[src/rtl/bcd_disp_pkg.sv]
// Shared types and segment constants for the BCD display scanner.
package bcd_disp_pkg;

  localparam int DIGITS = 8;

  typedef enum logic [1:0] {
    OFF,
    BLANK,
    DRIVE
  } state_t;

  // Active-low segment patterns, bit order {g,f,e,d,c,b,a}
  localparam logic [6:0] SEG_BLANK = 7'h7F;
  localparam logic [6:0] SEG_E     = 7'h06;
  localparam logic [6:0] SEG_TABLE [10] = '{
    7'h40, 7'h79, 7'h24, 7'h30, 7'h19,
    7'h12, 7'h02, 7'h78, 7'h00, 7'h10
  };

endpackage

[src/rtl/bcd_disp_to_seg7.sv]
// Combinational BCD nibble to active-low 7-segment decoder; nibbles above 9 show 'E'.
module bcd_to_seg7
  import bcd_disp_pkg::*;
(
  input  logic [3:0] nibble,
  output logic [6:0] seg
);

  always_comb begin
    seg = SEG_E;
    if (nibble <= 4'd9) seg = SEG_TABLE[nibble];
  end

endmodule

[src/rtl/bcd_display_scanner.sv]
// Time-multiplexed 8-digit common-anode BCD display driver with a one-cycle ghosting guard.
// Build option: define BCD_DISP_LZ_BLANK_EN to blank leading zeros.
module bcd_display_scanner
  import bcd_disp_pkg::*;
#(
  parameter int DIV = 50000
) (
  input  logic        clk,
  input  logic        rst_n,
  input  logic        en,
  input  logic        load,
  input  logic [31:0] bcd_in,
  input  logic        neg_in,
  output logic [7:0]  an,
  output logic [6:0]  seg,
  output logic        sign_led,
  output logic [2:0]  digit_idx
);

  localparam int PW = (DIV > 1) ? $clog2(DIV) : 1;
  localparam logic [PW-1:0] PRE_LAST = PW'(DIV - 1);

  state_t        state, state_next;
  logic [PW-1:0] pre, pre_next;
  logic [2:0]    idx_next;
  logic [31:0]   value;
  logic [3:0]    nibble;
  logic [6:0]    dec_seg;
  logic [6:0]    seg_next;
  logic [7:0]    an_next;
  logic          blank_digit;

  always_comb begin
    state_next = state;
    pre_next   = pre;
    idx_next   = digit_idx;
    if (!en) begin
      state_next = OFF;
      pre_next   = '0;
      idx_next   = 3'd0;
    end else begin
      unique case (state)
        OFF: begin
          state_next = BLANK;
          pre_next   = '0;
          idx_next   = 3'd0;
        end
        BLANK: begin
          state_next = DRIVE;
          pre_next   = '0;
        end
        DRIVE: begin
          if (pre == PRE_LAST) begin
            state_next = BLANK;
            pre_next   = '0;
            idx_next   = digit_idx + 3'd1;
          end else begin
            pre_next = pre + PW'(1);
          end
        end
        default: state_next = OFF;
      endcase
    end
  end

  // Outputs are registered from the next state, so an/seg always agree with the state register.
  assign nibble = value[{idx_next, 2'b00} +: 4];

  bcd_to_seg7 u_dec (
    .nibble (nibble),
    .seg    (dec_seg)
  );

`ifdef BCD_DISP_LZ_BLANK_EN
  logic [2:0] msd;

  always_comb begin
    msd = 3'd0;
    for (int i = 1; i < DIGITS; i++) begin
      if (value[4*i +: 4] != 4'd0) msd = 3'(i);
    end
  end

  assign blank_digit = (idx_next > msd);
`else
  assign blank_digit = 1'b0;
`endif

  always_comb begin
    an_next  = 8'hFF;
    seg_next = SEG_BLANK;
    if (state_next == DRIVE) begin
      an_next  = ~(8'd1 << idx_next);
      seg_next = blank_digit ? SEG_BLANK : dec_seg;
    end
  end

  always_ff @(posedge clk or negedge rst_n) begin
    if (!rst_n) begin
      state     <= OFF;
      pre       <= '0;
      digit_idx <= 3'd0;
      an        <= 8'hFF;
      seg       <= SEG_BLANK;
    end else begin
      state     <= state_next;
      pre       <= pre_next;
      digit_idx <= idx_next;
      an        <= an_next;
      seg       <= seg_next;
    end
  end

  // load is a single-cycle strobe with no handshake; it is honoured in every state.
  always_ff @(posedge clk or negedge rst_n) begin
    if (!rst_n) begin
      value    <= 32'd0;
      sign_led <= 1'b0;
    end else if (load) begin
      value    <= bcd_in;
      sign_led <= neg_in;
    end
  end

endmodule
[config.mk]
export PLATFORM = sky130hd
export DESIGN_NAME = bcd_display_scanner
export DESIGN_NICKNAME = d
export VERILOG_FILES = /design/src/rtl/bcd_disp_pkg.sv /design/src/rtl/bcd_disp_to_seg7.sv /design/src/rtl/bcd_display_scanner.sv
export SDC_FILE = /design/constraint.sdc
export NUM_CORES = 1
export LEC_CHECK = 0
export ABC_AREA = 0
export BUFFER_PORTS_ARGS = -buffer_cell sky130_fd_sc_hd__buf_4
export CELL_PAD_IN_SITES_DETAIL_PLACEMENT = 2
export CELL_PAD_IN_SITES_GLOBAL_PLACEMENT = 2
export CORE_MARGIN = 10
export CORE_UTILIZATION = 37
export DETAILED_ROUTE_END_ITERATION = 10
export GPL_TIMING_DRIVEN = 1
export PLACE_DENSITY_LB_ADDON = 0.1
export RECOVER_POWER = 25
export SLEW_MARGIN = 20
export SYNTH_ARGS = -nofsm -noshare
export SYNTH_HDL_FRONTEND = slang
export SYNTH_SLANG_ARGS = --single-unit
export TNS_END_PERCENT = 1
[constraint.sdc]
create_clock -name clk -period 4.6 [get_ports clk]
set_clock_uncertainty 0.2 [all_clocks]
set_input_delay 0.92 -clock clk [delete_from_list [all_inputs] [get_ports clk]]
set_output_delay 0.92 -clock clk [all_outputs]
set_load 0.005 [all_outputs]
==> results.txt, run 1 <==
The number of gates resized after CTS was 0. The first global-routing pass estimated 14,900 um of wire. The total congestion overflow after global routing is 0. The total count of hold-check failures in the final report was 0; the area overhead of the layout relative to synthesis was 19.4%.

Based on the critical path, the design can be clocked at up to 270 MHz. The number of filler instances in the final layout is 943, and the worst stage delay on the critical path is 0.50 ns. The synthesized netlist contains 59 unique library cells. In this run, post-CTS hold repair placed 0 buffers. Across the VDD grid, the largest voltage drop is 0.000137 V. The die covers 0.0133 mm2. Overall track demand over capacity in global routing: 14.1%. In this run the worst hold path is classified as reg -> reg. After synthesis the cells add up to 0.00336 mm2.

For this configuration, the core starts out at a cell density of 38.3%. The critical path depth in cells came out at 11. Synthesis inferred 69 register bits.

Before antenna repair, the detailed router went through 4 iterations. Entering global routing, the biggest net connects 70 pins. STA classifies the critical path startpoint as a flip-flop. For this design the static power due to leakage is 1.72 nW.

The endpoint type of the worst setup path was a flip-flop. The worst path in the final design needs a cycle of 3.70 ns, including I/O delays and setup. The count of final max-slew check failures was 109; the clock latency reported for the late side of the worst-skew pair was 0.35 ns. The number of setup buffers added after CTS is 0. Counting flops with a built-in enable in the synthesized netlist gives 0.

The total setup violations reported at the end of the flow is 0. At the pin with the least slew margin, the transition time is 1.85 ns. The cell with the largest stage delay on the worst path was a2bb2oi_1.

The maximum fanout along the worst path was 12; the number of vias in the routed layout was 2,464. The most critical setup path has its endpoint at seg[4]$_DFF_PN1_. The critical path in this run is classified as reg -> reg. The startpoint identified for the worst register-to-register timing path is pre[11]$_DFFE_PN0P_. For this design the ratio of total power to cell area is 317 mW/mm2. The wire-length estimate of the detail-placed layout is 6480 um.

STA puts the critical path data arrival time at 3.78 ns. The per-cell via count in the routed design was 5.36; the overall power consumption was 1.27 mW. Clock tree synthesis inserted a total of 9 buffers. In this run the tool buffered the top-level ports with 55 buffer cells.

The final critical path takes up 80.4% of the cycle. Broken down by cell family, the worst path's largest delay share belongs to simple AND/OR/NAND/NOR gates. The final weighted congestion in routability-driven placement is 0.746, and the boundary pin count is 56. The area of the placeable core is 0.00876 mm2. The cell count after synthesis came out at 292. The library cells used most frequently in the layout, excluding fill and tap cells, are 54 x dfrtp_1, 53 x buf_4, 30 x mux2_2, 25 x nand2_1, 20 x nor2_1. At the worst endpoint, the required time is 4.68 ns. The flow ran to the end, but the final reports show violations.

The number of antenna violations at the first check in global routing is 0. Walking the worst path, the cells encountered are nor4b_2 -> and4_4 -> nor3_1 -> or3_4 -> a211oi_1 -> a2bb2oi_1 -> inv_1 -> ha_1 -> nor2_1 -> nand2_1 -> a31o_1. For the number of buffers on the longest clock path, the log shows 2.

Clock tree synthesis selected as its root buffer the cell clkbuf_8. The worst register-to-register path has a setup slack of 0.90 ns. The number of nets in the synthesized netlist is 337.

The wire length after detailed routing came out at 9000 um. The endpoint identified for the worst register-to-register timing path is seg[4]$_DFF_PN1_. For this run, the register share of the synthesized area comes to 52.0%. Of all flip-flops after synthesis, the portion carrying an async set or reset was 100%. After detailed routing, the number of remaining DRC violations is 0.

Among all flip-flop cells after synthesis, the most frequent one is dfrtp_1. The logs give 2 for the number of maximum-capacitance violations and 0.310 ns for the worst hold slack after final layout. The number of warnings issued by yosys came out at 0.

The final layout contains 393 nets. Leaving out fill and tap cells, the most frequent cell in the layout is dfrtp_1. The post-route netlist has 36.1% of its cells at a drive strength greater than 1. The average wire per cell in the routed design is 19.6 um. TritonCTS built the clock tree.

The repair_antennas step left the layout with diodes totalling 0. The count of buffer and inverter cells on the critical path is 1, and the die span in x is 115 um. Dividing the synthesized area by the synthesized cell count gives 11.5 um2. After clock tree synthesis, the clock-pin slew on the worst setup and hold paths is 0.07 ns. The worst register-to-register path has a depth of 11.

The via count of the first global-routing pass came out at 2,797. Measured against its own limit, the worst slew margin works out to -23.1%. The vertical die dimension is 115 um. Critical path startpoint: pre[11]$_DFFE_PN0P_. Once detail routing completed, the nets flagged for antenna violations numbered 0. The detailed router finished its first iteration with 81 violations.

The checks that failed: max-capacitance violations, max-slew violations. For the number of standard-cell rows in the floorplan, the log shows 34. The level count of the clock H-tree was 3; the summed negative setup slack over all endpoints was 0 ns. Setup repair after global routing left no endpoint under its margin. The clock drives 69 sinks.
-- metal layers --
metal	vias to the layer above	share of wire, %	wire length, um	global-route usage [%]
met2	43	50	4490	23.1
met5	-	0	0	0
li1	1145	-	-	-
met3	10	3.7	335	3.07
met1	1266	45	4080	17.8
met4	0	1.0	91	4.70
-- metrics by stage --
step	instance area, um2	setup slack, ns	instances	util (%)
6_report	4010	0.900	460	45.8
5_1_grt	4010	0.629	460	45.8
4_1_cts	4020	0.872	460	45.8
3_5_place_dp	3850	0.773	445	43.9
3_3_place_gp	3850	0.940	445	43.9
2_1_floorplan	3360	1.38	292	-
-- layout make-up --
| class | count | area [um2] | area share, % |
|---|---|---|---|
| Sequential cell | 69 | 1750 | 43.5 |
| Multi-Input combinational cell | 202 | 1510 | 37.7 |
| Timing Repair Buffer | 55 | 407 | 10.1 |
| Clock buffer | 13 | 159 | 3.96 |
| Tap cell | 108 | 135 | 3.37 |
| Inverter | 11 | 41.3 | 1.03 |
| Clock inverter | 2 | 10.0 | 0.250 |
-- how the worst min path moves through the flow --
stage                                      from                     to  slack (ns)  depth (start not counted)
after floorplan             pre[14]$_DFFE_PN0P_    pre[14]$_DFFE_PN0P_        0.25                          2
after global placement      pre[14]$_DFFE_PN0P_    pre[14]$_DFFE_PN0P_        0.28                          2
after detailed placement   value[2]$_DFFE_PN0P_   value[2]$_DFFE_PN0P_        0.30                          1
final                       pre[14]$_DFFE_PN0P_    pre[14]$_DFFE_PN0P_        0.31                          2
after global routing      value[12]$_DFFE_PN0P_  value[12]$_DFFE_PN0P_        0.34                          1
after CTS                  value[2]$_DFFE_PN0P_   value[2]$_DFFE_PN0P_        0.32                          1
-- logic make-up (layout without fill, tap and decap cells) --
family                     after synthesis  after routing  share of synthesized area [%]
adders and majority gates                8              8                           2.98
buffers and inverters                   21             81                           2.98
DFF                                     69             69                           52.0
AOI/OAI and AO/OA                       46             46                           10.2
xor gates and xnor gates                12             12                           3.13
muxes                                   39             39                           13.1
and+or+nand+nor                         97             97                           15.6
-- worst register-to-register path, stage by stage, from the launching register on --
cell and delay [ns]:
dfrtp_1 0.45, nor4b_2 0.42, and4_4 0.43, nor3_1 0.09, or3_4 0.44, a211oi_1 0.25, a2bb2oi_1 0.50, inv_1 0.18
ha_1 0.28, nor2_1 0.12, nand2_1 0.06, a31o_1 0.22
-- sequential cells by signal, summed over array words and instances (netlist names) --
signal     count
value         32
pre           16
an             8
seg            7
digit_idx      3
state          2
sign_led       1
-- cell usage after synthesis (all sizes together) (2+ instances only) --
library cell  instances  area share [%]
xor2                  8             2.1
o22ai                 4            0.75
or3                   2            0.52
mux2                 30              10
inv                  11             1.2
a211oi                2            0.60
and2                  2            0.37
nor4b                 2            0.89
dfstp                15              12
and4                  2            0.60
o31ai                 4             1.0
nor3                  7             1.0
a22oi                 4             1.0
and4b                 2            0.60
nand3b                4            0.89
mux2i                 9             3.1
nand4                 4            0.75
ha                    8             3.0
buf                   3            0.97
xnor2                 4             1.0
a21oi                 4            0.71
nand3                13             1.9
nor2b                 3            0.56
and3                  5            0.97
clkbuf                7            0.78
o2bb2ai               2            0.52
nor2                 21             2.6
o21ai                13             1.9
dfrtp                54              40
nor3b                 2            0.45
o21a                  2            0.45
nand2                25             2.8
-- where the power goes --
group	total [mW]	switching [mW]	internal [mW]
clock	0.447	0.225	0.221
combinational	0.151	0.0761	0.0754
sequential	0.673	0.0234	0.650
(Power assumes the default switching activity.)
==> inputs of run 2 (changes only) <==
==> constraint.sdc (replaced) <==
create_clock -name clk -period 3.8 [get_ports clk]
set_clock_uncertainty 0.2 [all_clocks]
set_input_delay 0.76 -clock clk [delete_from_list [all_inputs] [get_ports clk]]
set_output_delay 0.76 -clock clk [all_outputs]
set_load 0.005 [all_outputs]
==> run 2 against run 1 <==
The flow still finishes with violations (max-capacitance violations, max-slew violations). Clock-buffer cell count decreased by 3. Worst hold slack worse by 0.0066 ns. Register-to-register slack worse by 0.57 ns. Setup slack got worse by 0.57 ns. Combinational power rose by 25%. First-iteration DRC count is 1.2% lower. Clock power increased by 49%. Sequential share of layout area is 0.72 points lower. Largest power group unchanged. Global-route usage is 0.54 points higher. Critical path depth unchanged. Die area unchanged.
==> results.txt, run 2 (synthesis results as in run 1) <==
The run gives 9 (unchanged) as the number of buffers created by CTS. The summed negative setup slack over all endpoints is 0 ns (unchanged), and the die span in x is 115 um (unchanged). The full die area is 0.0133 mm2 (unchanged), and the area overhead of the layout relative to synthesis is 21.4%.

Total congestion overflow after global routing: 0 (unchanged). The leakage dissipation is 1.74 nW (+1.2%), and the vertical die dimension is 115 um (unchanged). TritonCTS built the clock tree.

The per-cell via count in the routed design works out to 5.31 (-0.81%). The worst reg2reg path startpoint was pre[11]$_DFFE_PN0P_. Number of antenna violations at the first check in global routing: 0 (unchanged).

The tools report the detailed-router iteration count before antenna repair as 4 (unchanged). Total of buffers placed on input and output ports: 55 (unchanged). The run gives 69 (unchanged) as the CTS sink count.

The run finished, with violations left. The run gives 0 (unchanged) as the number of antenna-violating nets in the routed design. The setup path with the least slack is of type reg -> reg.

The cell count of the worst hold path is 1 (-1), and the average wire per cell in the routed design is 19.9 um (+1.6%). The start point of the worst min-delay path is pre[0]$_DFFE_PN0P_. The worst hold path terminates at pre[0]$_DFFE_PN0P_. For the total setup violations reported at the end of the flow, the log shows 0 (unchanged). The final reports fail on max-capacitance violations, max-slew violations. The worst setup path is captured at a flip-flop.

The via count of the first global-routing pass is 2,870 (+2.6%), and the count of final max-slew check failures is 109 (unchanged). The number of flip-flops in the largest register works out to 32 (unchanged). Counting flops per register, the top entry is value. The buffer cell driving the clock tree root is clkbuf_8.

Total half-perimeter wirelength after legalization and detailed placement: 6840 um (+5.4%). The level count of the clock H-tree is 3 (unchanged). The maximum fanout along the worst path works out to 12 (unchanged).

The number of standard-cell rows in the floorplan was 34 (unchanged); the number of vias in the routed layout was 2,460 (-0.16%). The count of nets after finishing was 395 (+0.51%); the area of the multi-input gates was 0.00152 mm2 (+0.41%). The clock-pin slew on the worst setup and hold paths came out at 0.08 ns (about the same). The run gives 15,300 um (+2.5%) as the wire length of the first global-routing pass.

The logs give 0.00876 mm2 (unchanged) for the area of the placeable core and 463 (+0.65%) for the number of standard cells in the final layout excluding fillers. Type of the worst min-delay path: reg -> reg. The total count of hold-check failures in the final report came out at 0 (unchanged). The critical path data arrival time came out at 3.56 ns (-0.22 ns). In the layout the commonest cells are 55 x buf_4, 54 x dfrtp_1, 30 x mux2_2, 25 x nand2_1, 20 x nor2_1. The logs give 56 (unchanged) for the boundary pin count and 0.00386 mm2 (+0.39%) for the cell area after placement. Setup repair after global routing left no endpoint under its margin. The clock latency reported for the late side of the worst-skew pair came out at 0.35 ns (about the same). The tools report the wire length after detailed routing as 9210 um (+2.3%). Number of buffers on the longest clock path: 2 (unchanged). The worst setup path is launched from a flip-flop. The iteration-0 DRC count of the detailed router was 80 (-1.2%); the cts-stage hold buffer count was 0 (unchanged).

The run gives 0.00408 mm2 (+1.7%) as the final cell area excluding filler cells. The largest registers in the layout are value x32, pre x16, an x8. Highest ir drop seen on vdd: 0.000183 V (+34%). The remaining max-slew budget at the tightest pin came out at -22.7% (+0.35 points). The tools report the diode insertion count for antenna repair as 0 (unchanged). The part of the cycle the worst path needs is 91.4% (+11 points), and the worst endpoint required time is 3.88 ns (-0.80 ns).

The terminus of the critical flop-to-flop path is seg[4]$_DFF_PN1_. The remaining routing DRC violations is 0 (unchanged). The overall track demand over capacity in global routing was 14.6% (+0.54 points); the number of filler instances in the final layout was 920 (-2.4%).

The final weighted congestion in routability-driven placement came out at 0.741 (-0.60%). The slew of the pin with the lowest slew margin was 1.84 ns (-0.00523 ns); the number of placed instances, taps included was 447 (+0.45%). The number of maximum-capacitance violations is 2 (unchanged).

The flip-flop and latch area is 0.00175 mm2 (unchanged), and the post-layout minimum cycle time is 3.47 ns (-0.225 ns). The tools report the largest net degree at the start of global routing as 70 (unchanged). The tools report the flop-to-flop setup slack as 0.33 ns (-0.57 ns).

The most common cell after layout, fill and taps aside is buf_4. The cell count of the worst reg-to-reg path was 11 (unchanged); the initial core utilization was 38.3% (unchanged). The fraction of layout instances using a drive strength above 1 is 37.2% (+1.1 points), and the areal power density over the cells is 409 mW/mm2 (+29%). The highest clock rate is 288 MHz (+6.5%).
-- run 2: through the flow --
stage | total power, mW | setup slack [ns] | hold slack, ns | utilization, %
2_1_floorplan | 0.920 | 0.585 | 0.251 | -
3_3_place_gp | 1.01 | 0.333 | 0.285 | 44.1
3_5_place_dp | 1.02 | 0.130 | 0.295 | 44.1
4_1_cts | 1.69 | 0.198 | 0.308 | 46.5
5_1_grt | 1.75 | 0.141 | 0.332 | 46.5
6_report | 1.67 | 0.325 | 0.304 | 46.5
-- run 2: worst max-delay path by stage --
| stage | start | to | cells past startpoint | slack, ns |
|---|---|---|---|---|
| after floorplan | pre[0]$_DFFE_PN0P_ | seg[4]$_DFF_PN1_ | 13 | 0.58 |
| after global placement | en | seg[2]$_DFF_PN1_ | 11 | 0.33 |
| after detailed placement | en | seg[5]$_DFF_PN1_ | 11 | 0.13 |
| after CTS | pre[11]$_DFFE_PN0P_ | seg[5]$_DFF_PN1_ | 10 | 0.20 |
| after global routing | pre[5]$_DFFE_PN0P_ | seg[4]$_DFF_PN1_ | 11 | 0.14 |
| final | pre[11]$_DFFE_PN0P_ | seg[4]$_DFF_PN1_ | 11 | 0.33 |
-- run 2: power breakdown --
group / switching, mW / leakage, nW / total (mW) / internal, mW
clock: 0.297 / 0.0985 / 0.666 / 0.369
sequential: 0.0270 / 0.837 / 0.813 / 0.786
combinational: 0.0936 / 0.806 / 0.188 / 0.0945
total: 0.418 / 1.74 / 1.67 / 1.25
-- run 2: final cells by class --
| cell class | count | area share (%) |
|---|---|---|
| inverter | 11 | 1.01 |
| clock inverter | 6 | 2.15 |
| sequential | 69 | 42.8 |
| clock buffer | 10 | 3.13 |
| tap | 108 | 3.31 |
| timing repair buffer | 57 | 10.3 |
| multi-input combinational | 202 | 37.3 |
-- run 2: what timing repair did --
action                     in CTS  in global routing
setup endpoints to repair       0                  1
buffers inserted                0                  0
hold endpoints to repair        0                  0
resized for setup               0                  1
-- run 2: worst max-delay path, cell delays in order (launching register included) --
cell and delay (ns):
dfrtp_1 0.46, nor4b_2 0.37, and4_4 0.42, nor3_1 0.09, or3_4 0.43, a211oi_1 0.32, a2bb2oi_2 0.29, inv_1 0.13
ha_1 0.26, nor2_1 0.14, nand2_1 0.06, a31o_1 0.22
-- run 2: per-layer routing --
metal	routed length [um]	vias to the layer above	global-route usage, %
li1	-	1153	-
met1	4160	1250	18.6
met2	4540	45	23.5
met3	354	12	4.22
met4	153	0	4.21
met5	0	-	0
